[config.mk]
export PLATFORM = sky130hd
export DESIGN_NAME = fsk_nco_sched_flat
export DESIGN_NICKNAME = d
export VERILOG_FILES = /design/src/rtl/fsk_nco_pkg.sv /design/src/rtl/fsk_nco_sched_if.sv /design/src/rtl/fsk_cfg_regs.sv /design/src/rtl/fsk_nco_sched.sv /design/src/flat_wrapper.sv
export SDC_FILE = /design/constraint.sdc
export NUM_CORES = 1
export LEC_CHECK = 0
export ABC_CLOCK_PERIOD_IN_PS = 3500
export CAP_MARGIN = 10
export CORE_MARGIN = 2
export CORE_UTILIZATION = 57
export DETAILED_ROUTE_END_ITERATION = 10
export HOLD_SLACK_MARGIN = 0.06
export PLACE_DENSITY = 0.9
export SLEW_MARGIN = 5
export SYNTH_ARGS = -nofsm -noshare
export SYNTH_HDL_FRONTEND = slang
export SYNTH_SLANG_ARGS = --single-unit
[constraint.sdc]
create_clock -name clk -period 3.5 [get_ports clk]
set_clock_uncertainty 0.1 [all_clocks]
set_input_delay 1.05 -clock clk [delete_from_list [all_inputs] [get_ports clk]]
set_output_delay 1.05 -clock clk [all_outputs]
set_load 0.01 [all_outputs]
[src/rtl/fsk_nco_pkg.sv]
// Shared types and constants for the FSK NCO symbol scheduler.
package fsk_nco_pkg;

    typedef enum logic [1:0] {
        IDLE  = 2'd0,
        WARM  = 2'd1,
        RUN   = 2'd2,
        DRAIN = 2'd3
    } state_t;

    localparam logic [1:0] CFG_MARK  = 2'd0;
    localparam logic [1:0] CFG_SPACE = 2'd1;
    localparam logic [1:0] CFG_SPS   = 2'd2;
    localparam logic [1:0] CFG_FMOD  = 2'd3;

    localparam logic [24:0] DEF_MARK_INC  = 25'd1342177;
    localparam logic [24:0] DEF_SPACE_INC = 25'd671089;
    localparam logic [15:0] DEF_SPS_VAL   = 16'd8;

endpackage

[src/rtl/fsk_nco_sched_if.sv]
// Bit/config/NCO-side signal bundle of the FSK scheduler.
interface fsk_nco_sched_if #(
    parameter int APR  = 25,
    parameter int APRF = 25
);
    logic            en;
    logic            cfg_we;
    logic [1:0]      cfg_sel;
    logic [APR-1:0]  cfg_data;
    logic            bit_valid;
    logic            bit_data;
    logic            bit_ready;
    logic            nco_valid;
    logic            nco_clken;
    logic [APR-1:0]  phi_inc_o;
    logic [APRF-1:0] freq_mod_o;
    logic            sym_start;
    logic            underrun;
    logic            mod_valid;

    modport master (
        output en, cfg_we, cfg_sel, cfg_data, bit_valid, bit_data, nco_valid,
        input  bit_ready, nco_clken, phi_inc_o, freq_mod_o, sym_start, underrun, mod_valid
    );

    modport slave (
        input  en, cfg_we, cfg_sel, cfg_data, bit_valid, bit_data, nco_valid,
        output bit_ready, nco_clken, phi_inc_o, freq_mod_o, sym_start, underrun, mod_valid
    );
endinterface

[src/rtl/fsk_cfg_regs.sv]
// Staging/active configuration pairs. Writes land in staging; i_apply promotes
// staging to active, and o_nxt_* expose the value the active copy is about to take.
module fsk_cfg_regs
    import fsk_nco_pkg::*;
#(
    parameter int               APR       = 25,
    parameter int               APRF      = 25,
    parameter int               SPS_W     = 16,
    parameter logic [APR-1:0]   DEF_MARK  = DEF_MARK_INC,
    parameter logic [APR-1:0]   DEF_SPACE = DEF_SPACE_INC,
    parameter logic [SPS_W-1:0] DEF_SPS   = DEF_SPS_VAL
) (
    input  logic             clk,
    input  logic             reset_n,
    input  logic             i_we,
    input  logic [1:0]       i_sel,
    input  logic [APR-1:0]   i_data,
    input  logic             i_apply,
    output logic [APR-1:0]   o_nxt_mark,
    output logic [APR-1:0]   o_nxt_space,
    output logic [SPS_W-1:0] o_sps,
    output logic [APRF-1:0]  o_fmod
);
    logic [APR-1:0]   r_stg_mark, r_stg_space, r_act_mark, r_act_space;
    logic [SPS_W-1:0] r_stg_sps, r_act_sps;
    logic [APRF-1:0]  r_stg_fmod, r_act_fmod;
    logic [SPS_W-1:0] w_sps_raw, w_sps_wr;

    // Symbols shorter than two clocks would leave no off-boundary cycle.
    assign w_sps_raw = SPS_W'(i_data);
    assign w_sps_wr  = (w_sps_raw < SPS_W'(2)) ? SPS_W'(2) : w_sps_raw;

    always_ff @(posedge clk or negedge reset_n) begin
        if (!reset_n) begin
            r_stg_mark  <= DEF_MARK;
            r_stg_space <= DEF_SPACE;
            r_stg_sps   <= DEF_SPS;
            r_stg_fmod  <= '0;
            r_act_mark  <= DEF_MARK;
            r_act_space <= DEF_SPACE;
            r_act_sps   <= DEF_SPS;
            r_act_fmod  <= '0;
        end else begin
            if (i_we) begin
                case (i_sel)
                    CFG_MARK:  r_stg_mark  <= i_data;
                    CFG_SPACE: r_stg_space <= i_data;
                    CFG_SPS:   r_stg_sps   <= w_sps_wr;
                    default:   r_stg_fmod  <= APRF'(i_data);
                endcase
            end
            if (i_apply) begin
                r_act_mark  <= r_stg_mark;
                r_act_space <= r_stg_space;
                r_act_sps   <= r_stg_sps;
                r_act_fmod  <= r_stg_fmod;
            end
        end
    end

    assign o_nxt_mark  = i_apply ? r_stg_mark  : r_act_mark;
    assign o_nxt_space = i_apply ? r_stg_space : r_act_space;
    assign o_sps       = r_act_sps;
    assign o_fmod      = r_act_fmod;
endmodule

[src/rtl/fsk_nco_sched.sv]
// FSK symbol scheduler: maps one handshaked bit per symbol to a mark/space
// increment held for sps NCO clocks, with warm-up, drain and underrun handling.
module fsk_nco_sched
    import fsk_nco_pkg::*;
#(
    parameter int               APR       = 25,
    parameter int               APRF      = 25,
    parameter int               SPS_W     = 16,
    parameter logic [APR-1:0]   DEF_MARK  = 25'd1342177,
    parameter logic [APR-1:0]   DEF_SPACE = 25'd671089,
    parameter logic [SPS_W-1:0] DEF_SPS   = 16'd8
) (
    input  logic           clk,
    input  logic           reset_n,
    fsk_nco_sched_if.slave bus
);
    state_t           r_state, w_state_nxt;
    logic [SPS_W-1:0] r_cnt;
    logic [APR-1:0]   r_phi;
    logic             r_sym_start, r_underrun;
    logic             w_last, w_bnd, w_take, w_apply;
    logic [APR-1:0]   w_nxt_mark, w_nxt_space;
    logic [SPS_W-1:0] w_sps;
    logic [APRF-1:0]  w_fmod;

    fsk_cfg_regs #(
        .APR(APR), .APRF(APRF), .SPS_W(SPS_W),
        .DEF_MARK(DEF_MARK), .DEF_SPACE(DEF_SPACE), .DEF_SPS(DEF_SPS)
    ) u_cfg (
        .clk        (clk),
        .reset_n    (reset_n),
        .i_we       (bus.cfg_we),
        .i_sel      (bus.cfg_sel),
        .i_data     (bus.cfg_data),
        .i_apply    (w_apply),
        .o_nxt_mark (w_nxt_mark),
        .o_nxt_space(w_nxt_space),
        .o_sps      (w_sps),
        .o_fmod     (w_fmod)
    );

    assign w_last = (r_cnt == w_sps - SPS_W'(1));

    // The first WARM cycle with nco_valid is the boundary that opens RUN.
    always_comb begin
        w_state_nxt = r_state;
        w_bnd       = 1'b0;
        case (r_state)
            IDLE: if (bus.en) w_state_nxt = WARM;
            WARM: begin
                w_bnd = bus.nco_valid;
                if (!bus.en)             w_state_nxt = IDLE;
                else if (bus.nco_valid)  w_state_nxt = RUN;
            end
            RUN, DRAIN: begin
                w_bnd = w_last;
                if (w_last) w_state_nxt = bus.en ? RUN : IDLE;
                else        w_state_nxt = bus.en ? RUN : DRAIN;
            end
            default: w_state_nxt = IDLE;
        endcase
    end

    assign w_take  = w_bnd && bus.en;
    assign w_apply = w_bnd || (r_state == IDLE && bus.en);

    always_ff @(posedge clk or negedge reset_n) begin
        if (!reset_n) begin
            r_state     <= IDLE;
            r_cnt       <= '0;
            r_phi       <= '0;
            r_sym_start <= 1'b0;
            r_underrun  <= 1'b0;
        end else begin
            r_state     <= w_state_nxt;
            r_sym_start <= w_take;
            r_underrun  <= w_take && !bus.bit_valid;
            if (w_bnd || r_state == IDLE || r_state == WARM) r_cnt <= '0;
            else                                             r_cnt <= r_cnt + SPS_W'(1);
            // An empty or declined boundary, and the idle tone, all fall back to space.
            if (w_take && bus.bit_valid && bus.bit_data)
                r_phi <= w_nxt_mark;
            else if (w_bnd || r_state == IDLE || r_state == WARM)
                r_phi <= w_nxt_space;
        end
    end

    assign bus.bit_ready  = w_take;
    assign bus.nco_clken  = (r_state != IDLE);
    assign bus.phi_inc_o  = r_phi;
    assign bus.freq_mod_o = w_fmod;
    assign bus.sym_start  = r_sym_start;
    assign bus.underrun   = r_underrun;
    assign bus.mod_valid  = bus.nco_valid && (r_state == RUN || r_state == DRAIN);
endmodule

[src/flat_wrapper.sv]
// flat-port wrapper written by rule: the top's interface ports become plain ports
module fsk_nco_sched_flat import fsk_nco_pkg::*;
#(
    parameter int               APR       = 25,
    parameter int               APRF      = 25,
    parameter int               SPS_W     = 16,
    parameter logic [APR-1:0]   DEF_MARK  = 25'd1342177,
    parameter logic [APR-1:0]   DEF_SPACE = 25'd671089,
    parameter logic [SPS_W-1:0] DEF_SPS   = 16'd8
)
  (clk, reset_n, bus_en, bus_cfg_we, bus_cfg_sel, bus_cfg_data, bus_bit_valid, bus_bit_data, bus_nco_valid, bus_bit_ready, bus_nco_clken, bus_phi_inc_o, bus_freq_mod_o, bus_sym_start, bus_underrun, bus_mod_valid);
  fsk_nco_sched_if #(.APR(APR), .APRF(APRF)) bus_i ();
  input  logic clk;
  input  logic reset_n;
  input wire logic [$bits(bus_i.en)-1:0] bus_en;
  input wire logic [$bits(bus_i.cfg_we)-1:0] bus_cfg_we;
  input wire logic [$bits(bus_i.cfg_sel)-1:0] bus_cfg_sel;
  input wire logic [$bits(bus_i.cfg_data)-1:0] bus_cfg_data;
  input wire logic [$bits(bus_i.bit_valid)-1:0] bus_bit_valid;
  input wire logic [$bits(bus_i.bit_data)-1:0] bus_bit_data;
  input wire logic [$bits(bus_i.nco_valid)-1:0] bus_nco_valid;
  output wire logic [$bits(bus_i.bit_ready)-1:0] bus_bit_ready;
  output wire logic [$bits(bus_i.nco_clken)-1:0] bus_nco_clken;
  output wire logic [$bits(bus_i.phi_inc_o)-1:0] bus_phi_inc_o;
  output wire logic [$bits(bus_i.freq_mod_o)-1:0] bus_freq_mod_o;
  output wire logic [$bits(bus_i.sym_start)-1:0] bus_sym_start;
  output wire logic [$bits(bus_i.underrun)-1:0] bus_underrun;
  output wire logic [$bits(bus_i.mod_valid)-1:0] bus_mod_valid;
  assign bus_i.en = bus_en;
  assign bus_i.cfg_we = bus_cfg_we;
  assign bus_i.cfg_sel = bus_cfg_sel;
  assign bus_i.cfg_data = bus_cfg_data;
  assign bus_i.bit_valid = bus_bit_valid;
  assign bus_i.bit_data = bus_bit_data;
  assign bus_i.nco_valid = bus_nco_valid;
  assign bus_bit_ready = bus_i.bit_ready;
  assign bus_nco_clken = bus_i.nco_clken;
  assign bus_phi_inc_o = bus_i.phi_inc_o;
  assign bus_freq_mod_o = bus_i.freq_mod_o;
  assign bus_sym_start = bus_i.sym_start;
  assign bus_underrun = bus_i.underrun;
  assign bus_mod_valid = bus_i.mod_valid;
  fsk_nco_sched #(.APR(APR), .APRF(APRF), .SPS_W(SPS_W), .DEF_MARK(DEF_MARK), .DEF_SPACE(DEF_SPACE), .DEF_SPS(DEF_SPS)) u_core (.clk(clk), .reset_n(reset_n), .bus(bus_i));
endmodule
* After elaboration in Yosys (flattened, before gate mapping)
Cells that the tools add are included.
** Storage, ports and cells
- Flip-flop bits (word level) :: 227
- Output and inout port bits :: 55
** Operators by class
- Add/sub/neg operators :: 2
- Magnitude comparators :: 1
- Eq/ne operators :: 8
- Mux-type cells :: 14
- Bitwise logic cells :: 1
- Reduce and logical (&&, ||, !) cells :: 22
** Operators by type and width (number)
- 25-bit 2-to-1 mux :: 4
- 16-bit 2-to-1 mux :: 2
- 16-bit by 1-bit adder with 16-bit output (second input constant) :: 1
- 16-bit equality test :: 1
- 16-bit by 2-bit less-than comparator with 1-bit output (second input constant) :: 1
- 16-bit by 1-bit subtractor with 16-bit output (second input constant) :: 1
- 2-bit 2-to-1 mux :: 5
- 2-bit AND reduction :: 5
- 2-bit equality test (second input constant) :: 3
- 1-bit logical AND :: 6
- 2-bit one-hot mux with 3 select lines :: 1
- 2-bit by 1-bit equality test with 1-bit output (second input constant) :: 2
- 2-bit logical NOT :: 2
- 1-bit logical OR :: 4
- 2-bit nonzero test :: 2
- 3-bit != test (second input constant) :: 1
- 3-bit OR reduction :: 1
- 2-bit != test (second input constant) :: 1
- 1-bit one-hot mux with 2 select lines :: 1
- 2-bit OR reduction :: 1
- 1-bit logical NOT :: 1
- 1-bit 2-to-1 mux :: 1
- 1-bit inverter :: 1

* Depth between registers and ports, before layout
- Word-level depth :: 7
- Mapped depth :: 13
- Mapped depth without buffers :: 10

* By module
From an unflattened synthesis, not the netlist that was laid out.
** Unflattened totals
- Cells, all modules :: 657
- Area total of the unflattened synthesis :: 9574.2 µm²
** Modules (own cells, without submodules)
- fsk_cfg_regs :: times used 1, cells an instance 396, area an instance 6850.3 µm², seq. area each 4611.9 µm²
- fsk_nco_sched :: times used 1, cells an instance 261, area an instance 2723.9 µm², seq. area each 1126.1 µm²

* Least setup slack after synthesis
No wires, ideal clock.
- Kind :: flip-flop to output port
- Start :: register u_core.u_cfg.r_act_sps[2], in the netlist u_core.u_cfg.o_sps[2]
- End :: output bus_bit_ready
- Data arrival time :: 2314 ps
- Data required time :: 2350 ps
- Setup slack :: 36 ps
- Cell stages (with the launch flop) :: 10
- Buffers on the path :: 1
- Cell sequence :: dfrtp_1 -> buf_6 -> nor4_4 -> nand3b_1 -> or4_1 -> o41ai_2 -> o21ai_2 -> nor3_1 -> nor2_1 -> nor2b_1
** Between the ends
- Word-level cells in the longest chain between the ends :: 4
** RTL lines
- start: declaration :: line fsk_cfg_regs.sv:25 : logic [SPS_W-1:0] r_stg_sps, r_act_sps;
- start signal: assignment :: line fsk_cfg_regs.sv:55 : r_act_sps <= r_stg_sps;
- 16-bit by 1-bit subtractor with 16-bit output :: line fsk_nco_sched.sv:42 : assign w_last = (r_cnt == w_sps - SPS_W'(1));
- 16-bit equality test :: line fsk_nco_sched.sv:42
- 1-bit one-hot mux with 2 select lines :: line fsk_nco_sched.sv:48 : case (r_state)
- 1-bit logical AND :: line fsk_nco_sched.sv:64 : assign w_take = w_bnd && bus.en;
- end: declaration :: line flat_wrapper.sv:22 : output wire logic [$bits(bus_i.bit_ready)-1:0] bus_bit_ready;
Every way passes these cells.

* Worst setup path in the final report
Same ends and word-level chain as after synthesis.

==> results by group <==
Global routing
  – Vias in the first global route: about 7,300
  – Largest net degree at the start of global routing: 66
  – All-Layer GR Usage: roughly 30%
  – First-pass GRT wire length: just under 40 mm
  – Remaining Overflow, GRT: 0
  – Initial antenna violation count: 0

Detailed routing
  – Via/cell ratio: between 6 and 7
  – Initial DRC Count: roughly 800
  – Initial DRT Pass Iterations: 6
  – DRT Wirelength: 25.4 mm
  – DR DRC count: 0
  – Wire per inst: around 21 um
  – Via Count: between 7,000 and 8,000
  – Antenna Nets Post-Route: 0

Setup path
  – Worst Setup SP: u_core.u_cfg.o_sps[2]$_DFFE_PN0N_
  – Critical path endpoint category: primary output
  – RR Startpoint: u_core.u_cfg.o_sps[2]$_DFFE_PN0N_
  – CP Buf/Inv Count: 3
  – Crit-path max cell delay: slightly above 0.4 ns
  – Worst Path Arrival: between 2 and 3 ns
  – CP max stage cell: dfrtp_1
  – Setup crit start kind: flop
  – CP Cell Sequence: nor4_4 -> nand3b_1 -> buf_6 -> nor4_4 -> o21a_1 -> o21ai_2 -> nor3_2 -> buf_4 -> nor2_4 -> nor2b_4 -> buf_6
  – Worst R2R End: u_core.bus.phi_inc_o[2]$_DFFE_PN0P_
  – Family with the most delay on the worst path: simple AND/OR/NAND/NOR gates
  – Depth of the worst register-to-register path: 10
  – Worst path required time: roughly 2.4 ns
  – Critical path class: reg -> out
  – Crit Path Max Fanout: 3
  – FF-to-FF setup slack: roughly 0.21 ns

Final layout
  – Final net count: around 1,000
  – Multi-input logic area: 3710 um2
  – N_diodes: 0
  – FF/Latch Area: between 5000 and 6000 um2
  – Final instance area: between 10,000 and 15,000 um2
  – Fill cell instance count of the final layout: 955
  – Finished Layout Cells: around 1,200
  – Commonest non-fill, non-tap cell in the layout: dfrtp_1
  – Layout cells sized above 1: 27.6%
  – Synth-to-Final Area Change: 26.1%
  – Most frequent cells in the layout: dfrtp_1, nand2_1, mux2_2, clkdlybuf4s50_1, buf_4

Worst hold path
  – Hold wc startpoint: u_core.bus.phi_inc_o[16]$_DFFE_PN0P_
  – Hold Path Depth: 2
  – Hold worst-path end: u_core.bus.phi_inc_o[16]$_DFFE_PN0P_
  – Min-delay worst type: reg -> reg

Timing
  – Actual slew at the worst max-slew pin: 0.568 ns
  – Final Hold Vio Count: 0
  – Worst slew margin: between 60% and 70%
  – Fmax: ~0.25 GHz
  – Crit share post-route: 114%
  – Endpoints failing setup: 1
  – Min cycle time layout: ~4 ns
  – Final setup margin: -0.490 ns
  – Fin. max-slew vios: 0
  – RSZ-0062 raised after global routing: true

Clock tree
  – TritonCTS buffer count: 21
  – Num Clock Sinks: just over 200
  – Clock latency on the worst-skew pair: 0.49 ns
  – Clock buffer depth: 3
  – Reg clk slew, reported paths: approximately 0.060 ns
  – H-tree levels: 1
  – Root Buffer: clkbuf_16
  – CTS tree: yes
  – Hold-fix buffers, CTS: 0

Synth
  – Yosys top cell area share: 45.8%
  – #FFs+latches synth: a little over 200
  – Top_reg_cell synth: dfrtp_1
  – Sequential area share after synthesis: approximately 56%
  – Top post-synthesis cells by area: dfrtp_1, mux2_2, dfstp_2, nand2_1, o21ai_0
  – Synth async-reset ratio: 100%
  – Synth cell types: 51
  – Syn Inst Count: roughly 830
  – EDFF count, synth: 0
  – Synth Net Count: between 800 and 900
  – Ys Warns: 0
  – Netlist Area Pre-Place: ~9100 um2
  – Top cell type by total area after synthesis: dfrtp_1
  – Mean post-synth cell area: ~11 um2

Floorplan
  – I/O pin count: approximately 90
  – Row cnt: 46
  – Die Wd: around 130 um
  – Die Y-Extent: around 130 um
  – Core area: around 16,000 um2
  – Die Footprint: approximately 17,000 um2
  – Initial Utilization: 57.9%

Status
  – Status: finished, violations left
  – Failing checks: negative setup slack

Placed design
  – Post-DP Area: around 11,000 um2
  – Placed wire-length estimate: around 16 mm
  – Final Wtd Congestion: between 0.8 and 0.9
  – Placed cells: around 1,200
  – Port-buffer cells: 88

Pwr
  – PwrDens: between 700 and 800 nW/um2
  – IR drop worst, VDD: around 0.00052 V
  – P_leak: 0.00512 uW

Job
  – Max_cap viols: 0
==> worst max path at each step <==
stage / endpoint / slack (ns) / cells after the start
floorplan: bus_bit_ready / 0.04 / 9
global placement: bus_bit_ready / -0.47 / 10
detailed placement: bus_bit_ready / -0.55 / 10
CTS: bus_bit_ready / -0.42 / 11
global route: bus_bit_ready / -0.65 / 11
finish: bus_bit_ready / -0.49 / 11
==> cell type report <==
cell class | count | area share, %
multi-input cells | 523 | 32.2
clock buffers | 31 | 5.07
repair buffers | 171 | 13.5
clock inverters | 6 | 0.500
flip-flops and latches | 202 | 44.3
well taps | 216 | 2.35
inverters | 62 | 2.02
==> worst register-to-register path, stage by stage (launching register included) <==
cell and delay (ns):
dfrtp_1 0.41, nor4_4 0.35, nand3b_1 0.22, buf_6 0.18, nor3_1 0.28, o41ai_4 0.14, o21ai_2 0.19, buf_4 0.34
nor3_2 0.17, o21ai_4 0.50, o221ai_1 0.25
==> cell usage after synthesis (12+ instances only) <==
cell,n
nor3_1,33
clkbuf_1,35
dfrtp_1,167
nand2_1,141
xor2_1,12
a311oi_1,25
mux2_4,14
o221ai_1,25
mux2_2,89
inv_1,62
nand3_1,13
xnor2_1,19
nor2_1,28
dfstp_2,35
o21ai_0,59
==> report_power, final <==
| group | switching [uW] | internal, uW |
|---|---|---|
| logic | 1350 | 1490 |
| registers | 465 | 3140 |
| clock network | 884 | 1230 |
==> state kept, by name, indices dropped and copies added, names as in the netlist <==
register	count
u_core.u_cfg.r_stg_mark	25
u_core.u_cfg.r_act_space	25
u_core.bus.phi_inc_o	25
u_core.u_cfg.r_stg_sps	16
u_core.r_cnt	16
u_core.u_cfg.o_sps	16
u_core.bus.sym_start	1
u_core.u_cfg.r_stg_space	25
u_core.u_cfg.o_fmod	25
u_core.u_cfg.r_stg_fmod	25
u_core.r_state	2
u_core.bus.underrun	1
==> per-stage QoR <==
step	total power, uW	hold WS, ns	worst slack, ns	util (%)	TNS, ns
finish	8560	0.387	-0.490	73.0	-0.490
CTS	8470	0.391	-0.423	72.5	-0.423
global route	8950	0.402	-0.653	73.0	-0.653
detailed placement	6280	0.377	-0.552	67.7	-3.94
floorplan	4980	0.346	0.0365	-	0
global placement	6120	0.366	-0.473	67.7	-0.931
==> routing by layer <==
metal,up-vias,track usage [%],share of wire (%)
met4,0,13.4,4.8
li1,3187,-,-
met1,3648,37.8,38
met2,400,49.6,49
met5,-,0,0
met3,112,6.11,7.7
==> repair_timing <==
| item | in CTS | in global routing |
|---|---|---|
| gates resized for setup | 18 | 10 |
| hold endpoints to repair | 0 | 0 |
| pin swaps | 15 | 9 |
| setup buffers | 9 | 1 |
| gates cloned | 0 | 1 |
| endpoints found under the setup margin | 26 | 27 |
==> cells by family after synthesis <==
group           share of synthesized area (%)
compound gates                           10.1
xor+xnor                                 2.98
fa+ha+maj                               0.274
buf+inv                                  4.84
flops                                    55.9
mux                                      13.5
simple gates                             12.4
Power figures use the tool's default switching activity.
